### src/rtl/booth2_mul_pkg.sv
// Shared definitions for the Booth-2 multiplier datapath: default sizing
// and the accumulator state encoding.
package booth2_mul_pkg;

   localparam int DEF_WIDTH  = 64;
   localparam int DEF_NUM_PP = 17;

   typedef enum logic [1:0] {
      ST_ACC  = 2'd0,
      ST_RSLV = 2'd1,
      ST_OUT  = 2'd2
   } state_e;

   // Beat-counter width able to hold 0..num_pp.
   function automatic int cnt_width(input int num_pp);
      return $clog2(num_pp + 1);
   endfunction

endpackage

### src/rtl/booth2_mul_csa_acc_if.sv
// Partial-product input and result output handshakes of the CSA accumulator.
interface booth2_mul_csa_acc_if
   import booth2_mul_pkg::*;
#(
   parameter int WIDTH = DEF_WIDTH,
   parameter int CNT_W = cnt_width(DEF_NUM_PP)
);

   logic             pp_vld;
   logic             pp_rdy;
   logic [WIDTH-1:0] pp_dat;
   logic             pp_last;
   logic             res_vld;
   logic             res_rdy;
   logic [WIDTH-1:0] res_dat;
   logic [CNT_W-1:0] res_beats;

   modport master (
      output pp_vld, pp_dat, pp_last, res_rdy,
      input  pp_rdy, res_vld, res_dat, res_beats
   );

   modport slave (
      input  pp_vld, pp_dat, pp_last, res_rdy,
      output pp_rdy, res_vld, res_dat, res_beats
   );

endinterface

### src/rtl/booth2_mul_csa_row.sv
// WIDTH-bit 3:2 compressor row built from independent full adders.
// The carry vector is returned unshifted; the caller applies the weight.
module booth2_mul_fa (
   input  logic a_i,
   input  logic b_i,
   input  logic c_i,
   output logic s_o,
   output logic co_o
);

   assign s_o  = a_i ^ b_i ^ c_i;
   assign co_o = (a_i & b_i) | (a_i & c_i) | (b_i & c_i);

endmodule

module booth2_mul_csa_row #(
   parameter int WIDTH = 64
) (
   input  logic [WIDTH-1:0] a_i,
   input  logic [WIDTH-1:0] b_i,
   input  logic [WIDTH-1:0] c_i,
   output logic [WIDTH-1:0] so_o,
   output logic [WIDTH-1:0] cout_o
);

   for (genvar i = 0; i < WIDTH; i++) begin : g_fa
      booth2_mul_fa u_fa (
         .a_i  (a_i[i]),
         .b_i  (b_i[i]),
         .c_i  (c_i[i]),
         .s_o  (so_o[i]),
         .co_o (cout_o[i])
      );
   end

endmodule

### src/rtl/booth2_mul_csa_acc.sv
// Carry-save accumulator for the multi-cycle Booth-2 multiplier.
// Partial products are folded into redundant sum/carry registers, one per
// beat; a single registered carry-propagate add resolves the product.
//
// state   | meaning
// --------+----------------------------------------------------------
// ST_ACC  | taking beats, folding each into sum_q/carry_q
// ST_RSLV | one cycle: res_dat <= sum_q + (carry_q << 1)
// ST_OUT  | result presented, waiting for res_rdy
module booth2_mul_csa_acc
   import booth2_mul_pkg::*;
#(
   parameter int WIDTH  = DEF_WIDTH,
   parameter int NUM_PP = DEF_NUM_PP
) (
   input  logic clk,
   input  logic rst_n,
   input  logic clr,
   booth2_mul_csa_acc_if.slave bus
);

   localparam int CNT_W = cnt_width(NUM_PP);

   state_e           state_q, state_d;
   logic [WIDTH-1:0] sum_q, sum_d;
   logic [WIDTH-1:0] carry_q, carry_d;
   logic [WIDTH-1:0] carry_sh;
   logic [WIDTH-1:0] row_s, row_c;
   logic [WIDTH-1:0] res_dat_q, res_dat_d;
   logic [CNT_W-1:0] cnt_q, cnt_d;
   logic [CNT_W-1:0] res_beats_q, res_beats_d;
   logic             beat_acc;
   logic             beat_last;

   // Carry bits carry the next bit's weight; the MSB falls off here.
   assign carry_sh = carry_q << 1;

   booth2_mul_csa_row #(.WIDTH(WIDTH)) u_row (
      .a_i    (sum_q),
      .b_i    (carry_sh),
      .c_i    (bus.pp_dat),
      .so_o   (row_s),
      .cout_o (row_c)
   );

   assign beat_acc  = (state_q == ST_ACC) && bus.pp_vld;
   // Reaching NUM_PP beats ends the operation whatever pp_last says.
   assign beat_last = bus.pp_last || (cnt_q == CNT_W'(NUM_PP - 1));

   // Next-state logic; clr overrides every other transition.
   always_comb begin
      state_d = state_q;
      case (state_q)
         ST_ACC:  if (beat_acc && beat_last) state_d = ST_RSLV;
         ST_RSLV: state_d = ST_OUT;
         ST_OUT:  if (bus.res_rdy) state_d = ST_ACC;
         default: state_d = ST_ACC;
      endcase
      if (clr) state_d = ST_ACC;
   end

   // Datapath next values: fold, resolve, or clear after the handoff.
   always_comb begin
      sum_d       = sum_q;
      carry_d     = carry_q;
      cnt_d       = cnt_q;
      res_dat_d   = res_dat_q;
      res_beats_d = res_beats_q;
      if (clr) begin
         sum_d   = '0;
         carry_d = '0;
         cnt_d   = '0;
      end else begin
         case (state_q)
            ST_ACC: begin
               if (bus.pp_vld) begin
                  sum_d   = row_s;
                  carry_d = row_c;
                  cnt_d   = cnt_q + CNT_W'(1);
               end
            end
            ST_RSLV: begin
               res_dat_d   = sum_q + carry_sh;
               res_beats_d = cnt_q;
            end
            ST_OUT: begin
               if (bus.res_rdy) begin
                  sum_d   = '0;
                  carry_d = '0;
                  cnt_d   = '0;
               end
            end
            default: ;
         endcase
      end
   end

   // State and datapath registers.
   always_ff @(posedge clk or negedge rst_n) begin
      if (!rst_n) begin
         state_q     <= ST_ACC;
         sum_q       <= '0;
         carry_q     <= '0;
         cnt_q       <= '0;
         res_dat_q   <= '0;
         res_beats_q <= '0;
      end else begin
         state_q     <= state_d;
         sum_q       <= sum_d;
         carry_q     <= carry_d;
         cnt_q       <= cnt_d;
         res_dat_q   <= res_dat_d;
         res_beats_q <= res_beats_d;
      end
   end

   assign bus.pp_rdy    = (state_q == ST_ACC);
   assign bus.res_vld   = (state_q == ST_OUT);
   assign bus.res_dat   = res_dat_q;
   assign bus.res_beats = res_beats_q;

endmodule
### src/flat_wrapper.sv
// flat-port wrapper written by rule: the top's interface ports become plain ports
module booth2_mul_csa_acc_flat import booth2_mul_pkg::*;
#(
   parameter int WIDTH  = DEF_WIDTH,
   parameter int NUM_PP = DEF_NUM_PP
)
  (clk, rst_n, clr, bus_pp_vld, bus_pp_dat, bus_pp_last, bus_res_rdy, bus_pp_rdy, bus_res_vld, bus_res_dat, bus_res_beats);
  booth2_mul_csa_acc_if #(.WIDTH(WIDTH)) bus_i ();
  input  logic clk;
  input  logic rst_n;
  input  logic clr;
  input wire logic [$bits(bus_i.pp_vld)-1:0] bus_pp_vld;
  input wire logic [$bits(bus_i.pp_dat)-1:0] bus_pp_dat;
  input wire logic [$bits(bus_i.pp_last)-1:0] bus_pp_last;
  input wire logic [$bits(bus_i.res_rdy)-1:0] bus_res_rdy;
  output wire logic [$bits(bus_i.pp_rdy)-1:0] bus_pp_rdy;
  output wire logic [$bits(bus_i.res_vld)-1:0] bus_res_vld;
  output wire logic [$bits(bus_i.res_dat)-1:0] bus_res_dat;
  output wire logic [$bits(bus_i.res_beats)-1:0] bus_res_beats;
  assign bus_i.pp_vld = bus_pp_vld;
  assign bus_i.pp_dat = bus_pp_dat;
  assign bus_i.pp_last = bus_pp_last;
  assign bus_i.res_rdy = bus_res_rdy;
  assign bus_pp_rdy = bus_i.pp_rdy;
  assign bus_res_vld = bus_i.res_vld;
  assign bus_res_dat = bus_i.res_dat;
  assign bus_res_beats = bus_i.res_beats;
  booth2_mul_csa_acc #(.WIDTH(WIDTH), .NUM_PP(NUM_PP)) u_core (.clk(clk), .rst_n(rst_n), .clr(clr), .bus(bus_i));
endmodule
### config.mk
export PLATFORM = sky130hd
export DESIGN_NAME = booth2_mul_csa_acc_flat
export DESIGN_NICKNAME = d
export VERILOG_FILES = /design/src/rtl/booth2_mul_pkg.sv /design/src/rtl/booth2_mul_csa_acc_if.sv /design/src/rtl/booth2_mul_csa_row.sv /design/src/rtl/booth2_mul_csa_acc.sv /design/src/flat_wrapper.sv
export SDC_FILE = /design/constraint.sdc
export NUM_CORES = 1
export LEC_CHECK = 0
export CAP_MARGIN = 10
export CELL_PAD_IN_SITES_DETAIL_PLACEMENT = 1
export CELL_PAD_IN_SITES_GLOBAL_PLACEMENT = 1
export CORE_MARGIN = 2
export CORE_UTILIZATION = 30
export DETAILED_ROUTE_END_ITERATION = 10
export GPL_TIMING_DRIVEN = 0
export PLACE_DENSITY_LB_ADDON = 0.1
export SLEW_MARGIN = 20
export SYNTH_ARGS = -nofsm -noshare
export SYNTH_HDL_FRONTEND = slang
export SYNTH_SLANG_ARGS = --single-unit
### constraint.sdc
create_clock -name clk -period 7.3 [get_ports clk]
set_input_delay 1.095 -clock clk [delete_from_list [all_inputs] [get_ports clk]]
set_output_delay 1.095 -clock clk [all_outputs]
set_load 0.01 [all_outputs]
* Word level (Yosys, flattened, before mapping)
Cells that the tools add are included.
** Word-level totals
- Flip-flop bits (word level) :: 203
- Input port bits :: 70
- Word-level logic and storage cells :: 476
** Cells by class
- Eq/ne operators :: 6
- Reductions and logical operators :: 8
- Bitwise operators :: 439
- Multiplexer cells :: 15
- $add $sub $neg :: 2
** Operators by type and width (number)
- $mux 64 :: 3
- $and 1x1->1 :: 187
- $pmux 64 s2 :: 1
- $xor 1x1->1 :: 127
- $mux 63 :: 2
- $pmux 63 s2 :: 1
- $or 1x1->1 :: 124
- $add 64x64->64 :: 1
- $mux 5 :: 3
- $pmux 5 s2 :: 1
- $mux 2 :: 3
- $ne 3x3->1 const B :: 2
- $pmux 2 s3 :: 1
- $add 5x1->5 const B :: 1
- $eq 5x5->1 const B :: 1
- $reduce_and 2->1 :: 2
- $ne 3x2->1 const B :: 1
- $reduce_and 3->1 :: 1
- $reduce_bool 3->1 :: 1
- $eq 2x1->1 const B :: 1
- $eq 2x2->1 const B :: 1
- $logic_and 1x1->1 :: 2
- $logic_not 2->1 :: 1
- $logic_or 1x1->1 :: 1
- $not 1->1 :: 1

* Logic depth before layout (Yosys ltp)
- Depth after elaboration :: 6
- Mapped depth :: 13
- Mapped depth without buffers :: 12

* By module
A second synthesis with hierarchy kept.
** Unflattened totals
- Cells, all modules :: 1249
- Area, all modules :: 12353.1 µm²
** Modules (own cells, without submodules)
- booth2_mul_csa_acc :: cells an instance 1185, area an instance 11071.9 µm², times used 1
- booth2_mul_fa :: cells an instance 1, area an instance 20.0 µm², times used 64

* Worst setup path after synthesis
No wires, ideal clock.
- Path type :: reg-to-reg
- Start point :: register u_core.carry_q[0]
- End point :: register u_core.res_dat_q[49], in the netlist u_core.bus.res_dat[49]
- Stages on the path, launching flop included :: 13
- Path buffers :: 0
- Required time :: 7175 ps
- Arrival time :: 3176 ps
- Setup time :: 125 ps
- Path slack :: 3999 ps
- Cell sequence :: dfrtp_1 ha_1 fa_1 a21o_1 a221o_1 a211oi_2 o311ai_1 a31oi_1 o21ai_1 a21oi_1 o31ai_1 xnor2_1 mux2_2
** Between the ends
- Longest elaborated chain between the ends :: 1
** Ends and longest elaborated chain
- start: declaration :: RTL line booth2_mul_csa_acc.sv:26 : logic [WIDTH-1:0] carry_q, carry_d;
- start signal: assignment :: RTL line booth2_mul_csa_acc.sv:110 : carry_q <= carry_d;
- $add 64x64->64 :: RTL line booth2_mul_csa_acc.sv:83 : res_dat_d = sum_q + carry_sh;
- end signal: assignment :: RTL line booth2_mul_csa_acc.sv:112 : res_dat_q <= res_dat_d;
- end: declaration :: RTL line booth2_mul_csa_acc.sv:29 : logic [WIDTH-1:0] res_dat_q, res_dat_d;
Every way passes these cells.
A chain may end at the register's enable or synchronous reset.

* Worst setup path after layout
- Start point :: register u_core.carry_q[0]
- End point :: register u_core.res_dat_q[57], in the netlist u_core.bus.res_dat[57]
The elaborated chain is that of the path after synthesis.

==> out/metrics.yaml <==
cts_sinks: 203
ys_ff_latch: 203
power.density_mw_per_mm2: 263
fillers: 4682
antenna_found_initial: 1
num_rows: 74
crit_fanout: 5
root_buffer: "clkbuf_16"
mostFrequentLayoutCell: "nand2_1"
crit_start: "u_core.carry_q[0]"
clock_latency_ns: 0.57
pwr-share-clk: 0.361
die-width_um: 208
die_h_um: 208
num_antenna_cells: 0
synth_cell_types: 61
setup_slack_ns: 2.93
multi_input_area_mm2: 0.00705
ctsResizeCount: 0
dieArea_mm2: 0.0433
portBuffers: 139
cts_tree: "yes"
yosys_warnings: 0
route.detailed.vias_per_inst: 5.07
ys.flop_type: "dfrtp_1"
antenna_left: 0
finalSetupViolCount: 0
intPower_mw: 2.77
clk_pin_slew_worst_paths_ns: 0.06
cap_violations: 0
pwr-share-comb: 0.272
place_congestion: 0.787
ys_seq_area_frac: 0.406
timing.final.crit_share: 0.599
clockBufferDepth: 3
cts_setup_buffers: 0
cts-htree-levels: 1
setup_tns_ns: 0
cts_buffers: 26
initial_core_util: 0.305
post-place-ws_ns: 2.77
overflow: 0
synth_nets: 1523
hold_viol: 0
syn_area_per_cell_um2: 9.44
dp_cells: 1999
drt-initial-drc-count: 449
rsz0062_at_grt: "false"
async_flop_share: 1.00
grt_pass1_wl_um: 65100
maxSlewViolCount: 0
place_area_mm2: 0.0146
cp-start-kind: "flop"
hp-class: "input pin to async pin"
firstDrtPassIters: 4
drcViolationCount: 0
required_ns: 7.70
grt_pass1_vias: 11100
p_seq_frac: 0.367
vdd_ir_drop_max_uv: 149
area_growth_pct: 24.9
grtUsageTotal: 0.190
worst-slew-pin-transition_ns: 0.938
holdBufCountCts: 0
cp-end-kind: "flop"
finalCriticalPeriod_ns: 4.37
syn_inst: 1325
layout-drive-gt1-share: 0.0416
reg2reg_from: "u_core.carry_q[0]"
pin_count: 141
seqCellArea_mm2: 0.00508
post-dp-hpwl_um: 31100
wirelength_um: 40400
finClkSkew_ns: 0.0239
critPathKind: "flop to flop"
switching_share: 0.324
grt_max_degree: 78
synth_edf_count: 0
coreArea_mm2: 0.0410
relSlewSlack: 0.372
finalInstanceArea_mm2: 0.0156
fin_cells: 2047
arrival_ns: 4.77
outcome: "finished clean"
synth_area_mm2: 0.0125
num_vias: 10400
p_switching_mw: 1.33
mostFrequentLayoutCells: "nand2_1 (273), dfrtp_1 (203), o21ai_0 (163), clkdlybuf4s50_1 (138), a21oi_1 (85)"
avgRoutedWirePerCell_um: 19.7
fmax_mhz: 229
leakage_nw: 6.89
nets: 1693
-- power groups by stage --
stage | sequential, mW | combinational [mW] | clock (mW)
5_1_grt | 1.54 | 1.26 | 1.57
2_1_floorplan | 1.53 | 0.550 | 0
6_report | 1.51 | 1.12 | 1.48
4_1_cts | 1.51 | 1.14 | 1.53
3_3_place_gp | 1.53 | 1.10 | 0
3_5_place_dp | 1.53 | 1.13 | 0
-- stage by stage --
step / total power, mW / hold WS, ns / util
after CTS: 4.18 / 0.461 / 0.381
after floorplan: 2.08 / 0.465 / -
after global routing: 4.37 / 0.476 / 0.381
final: 4.10 / 0.454 / 0.381
after global placement: 2.63 / 0.466 / 0.355
after detailed placement: 2.66 / 0.465 / 0.357
-- state kept, by name, summed over array words and instances, names as in the netlist --
register and cells:
u_core.bus.res_beats 5, u_core.bus.res_dat 64, u_core.carry_q 63, u_core.cnt_q 5, u_core.state_q 2, u_core.sum_q 64
-- worst paths after layout --
| path | end | slack, ns | cells past startpoint |
|---|---|---|---|
| worst max-delay path | u_core.bus.res_dat[57] | 2.93 | 12 |
| worst min-delay path | u_core.sum_q[29] | 0.45 | 1 |
| worst max register to register | u_core.bus.res_dat[57] | 2.93 | 12 |
| worst min register to register | u_core.bus.res_beats[0] | 0.47 | 2 |
| max in group asynchronous | u_core.carry_q[54] | 5.68 | 3 |
| min in group clk | u_core.bus.res_beats[0] | 0.47 | 2 |
-- kinds of logic after synthesis --
kind of cell | after synthesis | synth area share
fa+ha+maj | 128 | 0.166
flops | 203 | 0.406
xor+xnor | 57 | 0.0399
mux | 4 | 0.00330
compound gates | 419 | 0.211
buf+inv | 98 | 0.0299
simple gates | 416 | 0.144
-- critical path: stages, from the launching register on --
cell and delay (ns):
dfrtp_1 0.41, ha_1 0.26, fa_1 0.48, a21o_1 0.23, a221o_1 0.39, a211oi_2 0.43
o311ai_1 0.26, a31oi_1 0.48, o211ai_1 0.35, a21oi_1 0.41, o21ai_0 0.16, xnor2_1 0.24
o21ai_0 0.11
-- final cells by class --
| class | count | share of cell area |
|---|---|---|
| Timing Repair Buffer | 142 | 0.0936 |
| Sequential cell | 203 | 0.325 |
| Multi-Input combinational cell | 1024 | 0.452 |
| Inverter | 16 | 0.00384 |
| Clock buffer | 36 | 0.0493 |
| Tap cell | 532 | 0.0426 |
| Clock inverter | 12 | 0.0139 |
| Buffer | 82 | 0.0201 |
-- layer usage --
metal  vias up  global-route usage  wire (um)
met5         -                   0         11
met4         2              0.0447        782
met3        46              0.0226       1530
met2       153               0.304      18200
met1      5172               0.275      19800
li1       5005                   -          -
-- cell usage after synthesis, drive strengths merged (13+ instances only) --
| master | instances | area [um2] |
|---|---|---|
| a21oi | 86 | 434 |
| ha | 65 | 813 |
| o21bai | 13 | 97.6 |
| nand4 | 17 | 106 |
| nand2 | 273 | 1020 |
| o21ai | 166 | 831 |
| nor2 | 45 | 169 |
| fa | 63 | 1260 |
| inv | 16 | 60.1 |
| xnor2 | 30 | 263 |
| clkbuf | 74 | 279 |
| xor2 | 27 | 236 |
| nand3 | 19 | 95.1 |
| dfrtp | 203 | 5080 |
| a22o | 56 | 490 |
| a21o | 29 | 218 |
(Power assumes the default switching activity.)
